### src/rtl/mvm_seq_pkg.sv
// Shared types and sizing helpers for the mvm command sequencer.
// Imported by mvm_sequencer and mvm_seq_fifo.
package mvm_seq_pkg;

    localparam int SEQ_STATE_W = 3;

    typedef enum logic [1:0] {
        OP_LOAD_M  = 2'd0,
        OP_LOAD_V  = 2'd1,
        OP_COMPUTE = 2'd2,
        OP_NOP     = 2'd3
    } cmd_op_e;

    typedef enum logic [SEQ_STATE_W-1:0] {
        S_IDLE       = 3'd0,
        S_FILL       = 3'd1,
        S_PULSE      = 3'd2,
        S_BURST      = 3'd3,
        S_WAIT_SPACE = 3'd4,
        S_START      = 3'd5,
        S_WAIT_DONE  = 3'd6,
        S_CAPTURE    = 3'd7
    } seq_state_e;

    // The stage buffer must hold a whole matrix; the counter must also reach N*N.
    function automatic int stage_depth(input int n);
        return n * n;
    endfunction

    function automatic int count_width(input int n);
        return $clog2(n * n + 1);
    endfunction

    function automatic int index_width(input int n);
        return (n * n > 1) ? $clog2(n * n) : 1;
    endfunction

endpackage

### src/rtl/mvm_seq_fifo.sv
// Synchronous FIFO holding mvm result words until the consumer takes them.
// Same-cycle push and pop are allowed; the read word reads as zero while empty.
module mvm_seq_fifo #(
    parameter int DEPTH = 4,
    parameter int WIDTH = 16
) (
    input  logic             clk,
    input  logic             reset,
    input  logic             push,
    input  logic [WIDTH-1:0] push_data,
    input  logic             pop,
    output logic [WIDTH-1:0] pop_data,
    output logic             empty
);

    localparam int PW = (DEPTH > 1) ? $clog2(DEPTH) : 1;
    localparam int CW = $clog2(DEPTH + 1);
    localparam logic [PW-1:0] LAST_SLOT  = PW'(DEPTH - 1);
    localparam logic [CW-1:0] FULL_COUNT = CW'(DEPTH);

    logic [WIDTH-1:0] mem [DEPTH];
    logic [PW-1:0]    wr_ptr;
    logic [PW-1:0]    rd_ptr;
    logic [CW-1:0]    count;
    logic             full;
    logic             do_push;
    logic             do_pop;

    function automatic logic [PW-1:0] next_ptr(input logic [PW-1:0] p);
        return (p == LAST_SLOT) ? '0 : p + 1'b1;
    endfunction

    assign empty   = (count == '0);
    assign full    = (count == FULL_COUNT);
    assign do_pop  = pop && !empty;
    assign do_push = push && (!full || do_pop);

    always_ff @(posedge clk) begin
        if (reset) begin
            wr_ptr <= '0;
            rd_ptr <= '0;
            count  <= '0;
        end else begin
            if (do_push) begin
                wr_ptr <= next_ptr(wr_ptr);
            end
            if (do_pop) begin
                rd_ptr <= next_ptr(rd_ptr);
            end
            case ({do_push, do_pop})
                2'b10:   count <= count + 1'b1;
                2'b01:   count <= count - 1'b1;
                default: count <= count;
            endcase
        end
    end

    always_ff @(posedge clk) begin
        if (do_push) begin
            mem[wr_ptr] <= push_data;
        end
    end

    assign pop_data = empty ? '0 : mem[rd_ptr];

endmodule

### src/rtl/mvm_sequencer.sv
// Command-driven controller for one mvm: stages matrix/vector words, replays them as gap-free bursts,
// triggers compute and buffers results. Define MVM_SEQ_AUTO_START_EN to start compute after a vector load.
module mvm_sequencer
    import mvm_seq_pkg::*;
#(
    parameter int N  = 4,
    parameter int W  = 8,
    parameter int OW = 2 * W
) (
    input  logic          clk,
    input  logic          reset,
    input  logic          cmd_valid,
    output logic          cmd_ready,
    input  logic [1:0]    cmd_op,
    input  logic          s_valid,
    output logic          s_ready,
    input  logic [W-1:0]  s_data,
    output logic          m_valid,
    input  logic          m_ready,
    output logic [OW-1:0] m_data,
    output logic          mvm_loadMatrix,
    output logic          mvm_loadVector,
    output logic          mvm_start,
    output logic [W-1:0]  mvm_data_in,
    input  logic          mvm_done,
    input  logic [OW-1:0] mvm_data_out,
    output logic          err
);

    localparam int K_MAT = stage_depth(N);
    localparam int CW    = count_width(N);
    localparam int IW    = index_width(N);
    localparam logic [CW-1:0] LAST_MAT = CW'(K_MAT - 1);
    localparam logic [CW-1:0] LAST_VEC = CW'(N - 1);

    seq_state_e     state;
    cmd_op_e        op;
    logic           load_vec;
    logic [CW-1:0]  count;
    logic [IW-1:0]  idx;
    logic [W-1:0]   stage [K_MAT];
    logic           mat_ok;
    logic           vec_ok;
    logic           cmd_fire;
    logic           s_fire;
    logic           last_word;
    logic           capture;
    logic           fifo_empty;

    assign op        = cmd_op_e'(cmd_op);
    assign cmd_fire  = cmd_valid && cmd_ready;
    assign s_fire    = s_valid && s_ready;
    assign idx       = count[IW-1:0];
    assign last_word = (count == (load_vec ? LAST_VEC : LAST_MAT));

    always_ff @(posedge clk) begin
        if (reset) begin
            state    <= S_IDLE;
            load_vec <= 1'b0;
            count    <= '0;
            mat_ok   <= 1'b0;
            vec_ok   <= 1'b0;
            err      <= 1'b0;
        end else begin
            case (state)
                S_IDLE: begin
                    if (cmd_fire) begin
                        case (op)
                            OP_LOAD_M: begin
                                load_vec <= 1'b0;
                                count    <= '0;
                                state    <= S_FILL;
                            end
                            OP_LOAD_V: begin
                                load_vec <= 1'b1;
                                count    <= '0;
                                state    <= S_FILL;
                            end
                            OP_COMPUTE: begin
                                if (mat_ok && vec_ok) begin
                                    state <= S_WAIT_SPACE;
                                end else begin
                                    err <= 1'b1;
                                end
                            end
                            default: begin
                            end
                        endcase
                    end
                end
                S_FILL: begin
                    if (s_fire) begin
                        if (last_word) begin
                            count <= '0;
                            state <= S_PULSE;
                        end else begin
                            count <= count + 1'b1;
                        end
                    end
                end
                S_PULSE: begin
                    state <= S_BURST;
                end
                // The mvm takes its burst on consecutive cycles, so no handshake here.
                S_BURST: begin
                    if (last_word) begin
                        count <= '0;
                        if (load_vec) begin
                            vec_ok <= 1'b1;
                        end else begin
                            mat_ok <= 1'b1;
                        end
`ifdef MVM_SEQ_AUTO_START_EN
                        state <= (load_vec && mat_ok) ? S_WAIT_SPACE : S_IDLE;
`else
                        state <= S_IDLE;
`endif
                    end else begin
                        count <= count + 1'b1;
                    end
                end
                // An empty FIFO guarantees room for the whole unstoppable result burst.
                S_WAIT_SPACE: begin
                    if (fifo_empty) begin
                        state <= S_START;
                    end
                end
                S_START: begin
                    state <= S_WAIT_DONE;
                end
                S_WAIT_DONE: begin
                    if (mvm_done) begin
                        count <= '0;
                        state <= S_CAPTURE;
                    end
                end
                S_CAPTURE: begin
                    if (count == LAST_VEC) begin
                        count <= '0;
                        state <= S_IDLE;
                    end else begin
                        count <= count + 1'b1;
                    end
                end
                default: begin
                    state <= S_IDLE;
                end
            endcase
        end
    end

    always_ff @(posedge clk) begin
        if (state == S_FILL && s_fire) begin
            stage[idx] <= s_data;
        end
    end

    assign cmd_ready      = (state == S_IDLE);
    assign s_ready        = (state == S_FILL);
    assign mvm_loadMatrix = (state == S_PULSE) && !load_vec;
    assign mvm_loadVector = (state == S_PULSE) && load_vec;
    assign mvm_start      = (state == S_START);
    assign mvm_data_in    = (state == S_BURST) ? stage[idx] : '0;
    assign capture        = (state == S_CAPTURE);
    assign m_valid        = !fifo_empty;

    mvm_seq_fifo #(
        .DEPTH (N),
        .WIDTH (OW)
    ) result_fifo (
        .clk       (clk),
        .reset     (reset),
        .push      (capture),
        .push_data (mvm_data_out),
        .pop       (m_ready),
        .pop_data  (m_data),
        .empty     (fifo_empty)
    );

endmodule

### config.mk
export PLATFORM = sky130hd
export DESIGN_NAME = mvm_sequencer
export DESIGN_NICKNAME = d
export VERILOG_FILES = /design/src/rtl/mvm_seq_pkg.sv /design/src/rtl/mvm_seq_fifo.sv /design/src/rtl/mvm_sequencer.sv
export SDC_FILE = /design/constraint.sdc
export NUM_CORES = 1
export LEC_CHECK = 0
export CORE_ASPECT_RATIO = 0.7
export CORE_MARGIN = 3
export CORE_UTILIZATION = 40
export DETAILED_ROUTE_END_ITERATION = 6
export PLACE_DENSITY = 0.65
export SLEW_MARGIN = 20
export SYNTH_ARGS = -nofsm -noshare
export SYNTH_HDL_FRONTEND = slang
export SYNTH_SLANG_ARGS = --single-unit
### constraint.sdc
create_clock -name clk -period 2 [get_ports clk]
set_input_delay 0.2 -clock clk [delete_from_list [all_inputs] [get_ports clk]]
set_output_delay 0.2 -clock clk [all_outputs]
set_load 0.05 [all_outputs]
==> run_results.csv, run 1 <==
group,metric,value,unit
final_layout,fin_nets,656,
sta,fin_crit_sh,119.8,%
final_layout,syn2layout_area_growth,28.11,%
min_path,min_path_type,"input pin to register",
global_route,grt_pass1_vias,5053,
final_layout,post-route-util,53.32,%
placement,pre_cts_ws,11.92,ps
clocking,path_clk_slew,60,ps
outcome,outcome,"complete, but fails checks",
setup_path,worstSetupPathType,"register to primary output",
final_layout,drive_above_1_share,34.71,%
synth,synth-edff-count,192,
global_route,antenna_found_initial,0,
sta,max_freq,417.3,MHz
drt,via_per_inst,5.483,
drt,via_count,4957,
sta,tns,-4082,ps
setup_path,worstPathArrival,2200,ps
global_route,grt_max_degree,36,
synth,ys_seq_area_share,71.04,%
synth,netlist_area,0.008821,mm^2
synth,syn-instance-count,514,
sta,period_minus_slack,2396,ps
synth,syn_avg_cell_area,17.16,um^2
clocking,clk-insertion-delay-late,510,ps
global_route,grt_pass1_wl,29460,um
drt,wirelength,19040,um
placement,io_buffers,62,
clocking,cts.path.max_buffers,3,
final_layout,final_common_cell,"edfxtp_1",
sta,fin_ws,-396.5,ps
setup_path,cp-start-kind,"register",
die,start_util,41.62,%
drt,drtAntennaViolNets,0,
setup_path,crit_chain,"buf_12 > clkbuf_16 > mux4_2 > mux2i_1 > o22ai_2 > buf_12",
run,cap_violations,0,
die,die_x,183.5,um
synth,syn-num-nets,556,
synth,ys_async_sr_fraction,0,%
placement,gp_congestion,0.8398,
clocking,clock_sinks,217,
die,dieArea,0.02390,mm^2
sta,hold_viol_final,0,
setup_path,critPathSlowestCell,"mux4_2",
clocking,root_buffer,"clkbuf_16",
synth,ys_warn_count,0,
clocking,cts_hold_buf,0,
die,rows,44,
synth,synthDistinctLibCells,54,
pwr,power_per_cell_area,910.0,mW/mm^2
clocking,cts_buffers,22,
synth,synth_top_flop_cell,"edfxtp_1",
synth,synth-seq-cells,217,
setup_path,cp-end-kind,"primary output",
clocking,cts_tree,"built",
die,ios,63,
sta,worst_pin_slew,588.5,ps
global_route,grt-ovfl-total,0,
drt,wl_per_cell,21.06,um
sta,hold_slack,330.0,ps
sta,slew_headroom,60.64,%
die,core,0.02120,mm^2
setup_path,critical_path.most_common_cell,"buf_12",
outcome,violations,"negative setup slack",
final_layout,antenna_cells,0,
global_route,grt_usage,16.07,%
pwr,ir_drop,0.0007332,V
sta,slew_viol_final,0,
placement,hpwl,12090,um
drt,drc,0,
final_layout,mostFrequentLayoutCells,"edfxtp_1, mux4_2, clkdlybuf4s50_1, buf_4",
clocking,h-tree-depth,1,
sta,final-setup-viol-count,24,
die,fp.dieH,130.2,um
setup_path,cp.required,1800,ps
sta,skew,13.85,ps
sta,rsz0062_at_grt,"yes",
drt,drt-pass1-iter-count,5,
setup_path,max_stage_delay,500,ps
pwr,power.leakage,0.003631,uW
setup_path,crit_fanout,7,
drt,drt_iter0_drc,326,
==> what timing repair did <==
item	in CTS	in global routing
resized for setup	43	17
endpoints found under the setup margin	25	106
gates cloned	2	1
setup buffers	1	7
pin swaps	0	6
==> cell families after synthesis <==
| group | count (synthesis) | share of synthesized area, % |
|---|---|---|
| DFF | 217 | 71.04 |
| buffers and inverters | 38 | 1.844 |
| and+or+nand+nor | 121 | 6.865 |
| adders and majority gates | 10 | 1.504 |
| xor gates and xnor gates | 3 | 0.2979 |
| muxes | 73 | 14.09 |
| AOI/OAI and AO/OA | 52 | 4.369 |
==> synthesized netlist by cell type, drive strengths merged (8+ instances only) <==
master / instances / area share (%)
edfxtp: 192 / 65
mux4: 40 / 10
nor2: 38 / 1.6
dfxtp: 25 / 5.7
mux2i: 24 / 2.7
nand2: 22 / 0.94
and2: 21 / 1.5
buf: 16 / 0.91
a21oi: 11 / 0.62
clkbuf: 11 / 0.47
inv: 11 / 0.47
ha: 9 / 1.3
mux2: 9 / 1.1
nand3: 9 / 0.51
o211ai: 8 / 0.84
==> sequential cells by signal (all words and copies together), names as in the netlist, 2 cells and up, named ones only <==
register,count
result_fifo.count,3
count,5
result_fifo.mem,64
stage,128
result_fifo.rd_ptr,2
state,3
result_fifo.wr_ptr,2
==> critical path, delay by kind of cell, from the launching register on <==
kind            cells  cell delay [ps]
mux                 2              680
buf+inv             3              450
flops               1              430
compound gates      1              130
==> power breakdown <==
part	leakage (uW)	switching [uW]	internal [uW]
clock	0.000335	1720	2300
combinational	0.00137	662	571
sequential	0.00193	55.2	4980
==> worst paths after layout <==
path,endpoint,slack [ps],startpoint,cells after the start
setup reg to reg,result_fifo.count[2]$_SDFFE_PP0P_,100,state[0]$_SDFFE_PP0P_,7
hold reg to reg,mat_ok$_SDFFE_PP0P_,490,mat_ok$_SDFFE_PP0P_,2
hold / removal,result_fifo.mem[3][2]$_DFFE_PP_,330,mvm_data_out[2],1
setup / recovery,mvm_data_in[7],-400,register,6
==> layout make-up <==
type / count / area, um^2
Clock buffer: 24 / 558.0
Clock inverter: 14 / 150.1
Fill cell: 1655 / 9894
Timing Repair Buffer: 103 / 1280
Tap cell: 276 / 345.3
Sequential cell: 217 / 6277
Inverter: 11 / 41.29
Multi-Input combinational cell: 259 / 2649
==> through the flow <==
step | instances | area, um^2 | total power [uW]
2_1_floorplan | 514 | 8974 | 5799
3_3_place_gp | 856 | 10240 | 6226
3_5_place_dp | 856 | 10240 | 6250
4_1_cts | 897 | 11140 | 10290
5_1_grt | 904 | 11300 | 10640
6_report | 904 | 11300 | 10280
==> layer usage <==
metal / track usage (%) / wire, um / up-vias
met2: 24.21 / 8445 / 137
met4: 3.133 / 305 / 0
met5: 0 / 0 / -
li1: - / - / 2234
met3: 2.981 / 914 / 24
met1: 24.69 / 9375 / 2562
Power figures use the tool's default switching activity.
==> run 2: changes to the inputs <==
--- a/config.mk
+++ b/config.mk
@@ -5,11 +5,13 @@
 export SDC_FILE = /design/constraint.sdc
 export NUM_CORES = 1
 export LEC_CHECK = 0
+export CELL_PAD_IN_SITES_DETAIL_PLACEMENT = 1
+export CELL_PAD_IN_SITES_GLOBAL_PLACEMENT = 1
 export CORE_ASPECT_RATIO = 0.7
 export CORE_MARGIN = 3
 export CORE_UTILIZATION = 40
 export DETAILED_ROUTE_END_ITERATION = 6
-export PLACE_DENSITY = 0.65
+export PLACE_DENSITY = 0.73
 export SLEW_MARGIN = 20
 export SYNTH_ARGS = -nofsm -noshare
 export SYNTH_HDL_FRONTEND = slang
==> run 2 against run 1 <==
The run still ends with negative setup slack left. Sequential share of layout area is 0.17 points lower. Sequential cell count stayed put. Power is 0.19% lower. Non-clock buffer count is 2 lower. Sequential power hardly changed. Via count is 0.83% lower. Combinational power is 5% higher. Worst hold slack better by 16 ps. Critical path depth is 1 lower. First-iteration DRC count is 2.5% lower. Final area is 0.24% higher. Clock skew is 0.61 ps lower. Largest cell class unchanged. Largest power group unchanged.
==> run_results.csv, run 2 (synthesized netlist as in run 1, its figures left out) <==
group,metric,value,unit
outcome,outcome,"complete, but fails checks",
outcome,violations,"negative setup slack",
final_layout,reg_top3,"stage (128), result_fifo.mem (64), count (5)",
die,core,0.02120,mm^2
pwr,power.leakage,0.003643,uW
final_layout,largest_reg_flops,128,
clocking,cts.path.max_buffers,3,
final_layout,fin_cells,902,
sta,period_minus_slack,2386,ps
setup_path,crit_fanout,9,
die,rows,44,
setup_path,crit_end,"mvm_data_in[6]",
sta,worst_pin_slew,598.3,ps
min_path,min_path_type,"input pin to register",
global_route,grt-ovfl-total,0,
sta,slew_viol_final,0,
final_layout,regMostFlops,"stage",
sta,hold_viol_final,0,
final_layout,fin_nets,653,
drt,wl_per_cell,22.19,um
drt,wirelength,20010,um
global_route,grt_pass1_vias,5284,
sta,hold_slack,345.9,ps
clocking,path_clk_slew,70,ps
drt,via_per_inst,5.450,
global_route,grt_max_degree,36,
drt,drt_iter0_drc,318,
die,ios,63,
clocking,cts_hold_buf,0,
clocking,root_buffer,"clkbuf_16",
drt,drc,0,
drt,drtAntennaViolNets,0,
sta,skew,13.24,ps
setup_path,critical_path.most_common_cell,"buf_12",
setup_path,cp-end-kind,"primary output",
run,cap_violations,0,
die,dieArea,0.02390,mm^2
final_layout,mostFrequentLayoutCells,"edfxtp_1, mux4_2, clkdlybuf4s50_1, buf_12, dfxtp_1",
global_route,grt_usage,17.06,%
placement,pre_cts_ws,4.049,ps
setup_path,worstSetupPathType,"register to primary output",
drt,via_count,4916,
sta,tns,-3572,ps
setup_path,reg2reg_from,"state[1]$_SDFFE_PP0P_",
clocking,cts_buffers,21,
sta,max_freq,419.1,MHz
final_layout,syn2layout_area_growth,28.43,%
final_layout,drive_above_1_share,34.19,%
setup_path,rrSetupSlack,-40,ps
setup_path,r2r-end,"result_fifo.count[2]$_SDFFE_PP0P_",
setup_path,critPathSlowestCell,"mux4_2",
sta,slew_headroom,59.55,%
clocking,clk-insertion-delay-late,500,ps
sta,fin_ws,-386.2,ps
placement,gp_congestion,0.8562,
placement,hpwl,13160,um
setup_path,crit_chain,"buf_12 > mux4_2 > mux2i_2 > o22ai_2 > buf_12",
drt,drt-pass1-iter-count,5,
setup_path,cp.required,1800,ps
global_route,antenna_found_initial,0,
setup_path,max_stage_delay,520,ps
clocking,clock_sinks,217,
sta,final-setup-viol-count,25,
setup_path,cp-start-kind,"register",
clocking,h-tree-depth,1,
final_layout,final_common_cell,"edfxtp_1",
die,fp.dieH,130.2,um
sta,rsz0062_at_grt,"yes",
placement,place_inst,858,
setup_path,worstPathArrival,2190,ps
sta,fin_crit_sh,119.3,%
global_route,grt_pass1_wl,31250,um
die,die_x,183.5,um
placement,post_dp_cell_area,0.01030,mm^2
pwr,ir_drop,0.0006912,V
die,start_util,41.62,%
clocking,cts_tree,"built",
final_layout,fin_area,0.01133,mm^2
pwr,power_per_cell_area,906.0,mW/mm^2
final_layout,antenna_cells,0,
placement,io_buffers,62,
setup_path,r2r_cells,7,
## run 2: cell types whose count changed in the layout (fill, tap and decap cells not counted), moves of 3 or more
| cell | delta |
|---|---|
| clkinvlp_4 | -4 |
| mux2i_2 | +4 |
| mux2i_1 | -3 |
| dfxtp_1 | +3 |
| buf_4 | -6 |
| clkbuf_1 | +6 |
| dfxtp_2 | -3 |
| buf_12 | +5 |
| clkbuf_16 | -3 |
## run 2: worst min path at each step
stage / startpoint / slack, ps / endpoint / depth (start not counted)
floorplan: mvm_data_out[0] / 300 / result_fifo.mem[0][0]$_DFFE_PP_ / 0
global placement: mat_ok$_SDFFE_PP0P_ / 460 / mat_ok$_SDFFE_PP0P_ / 2
detailed placement: result_fifo.rd_ptr[1]$_SDFFE_PP0N_ / 490 / register / 2
CTS: mvm_data_out[13] / 330 / result_fifo.mem[2][13]$_DFFE_PP_ / 1
global route: mvm_data_out[8] / 350 / result_fifo.mem[2][8]$_DFFE_PP_ / 1
finish: mvm_data_out[9] / 350 / result_fifo.mem[2][9]$_DFFE_PP_ / 1
## run 2: where the power goes
| part | internal [uW] | switching (uW) |
|---|---|---|
| logic | 610 | 677 |
| registers | 4980 | 54.0 |
| clock network | 2290 | 1650 |
## run 2: through the flow
stage | power [uW] | util (%)
after floorplan | 5799 | -
after global placement | 6258 | 48.60
after detailed placement | 6294 | 48.60
after CTS | 10360 | 53.28
after global routing | 10650 | 53.45
final | 10260 | 53.45
## run 2: timing repair
item / in CTS / in global routing
resized for setup: 54 / 10
hold endpoints to repair: 0 / 0
setup endpoints to repair: 56 / 96
setup buffers: 3 / 0
cloned: 3 / 0
pin swaps: 5 / 1
## run 2: layout make-up
type                    count  area (um^2)
clock buffers              31        583.1
clock inverters             7        92.59
fillers                  1961         9867
inverters                  11        41.29
multi-input cells         259         2664
flip-flops and latches    217         6274
well taps                 276        345.3
repair buffers            101         1329
## run 2: worst max-delay path, delay by kind of cell (launching register included)
kind	cells	cell delay, ps
AO/OA/AOI/OAI	1	170
buffers and inverters	2	350
flip-flops	1	400
multiplexers	2	770
## run 2: layer usage
layer  up-vias  routed length (um)  GRT usage (%)
met4         0                 314          3.223
met2       112                8980          26.11
met3        25                 901          3.121
li1       2227                   -              -
met1      2552                9817          25.95
met5         -                   0              0
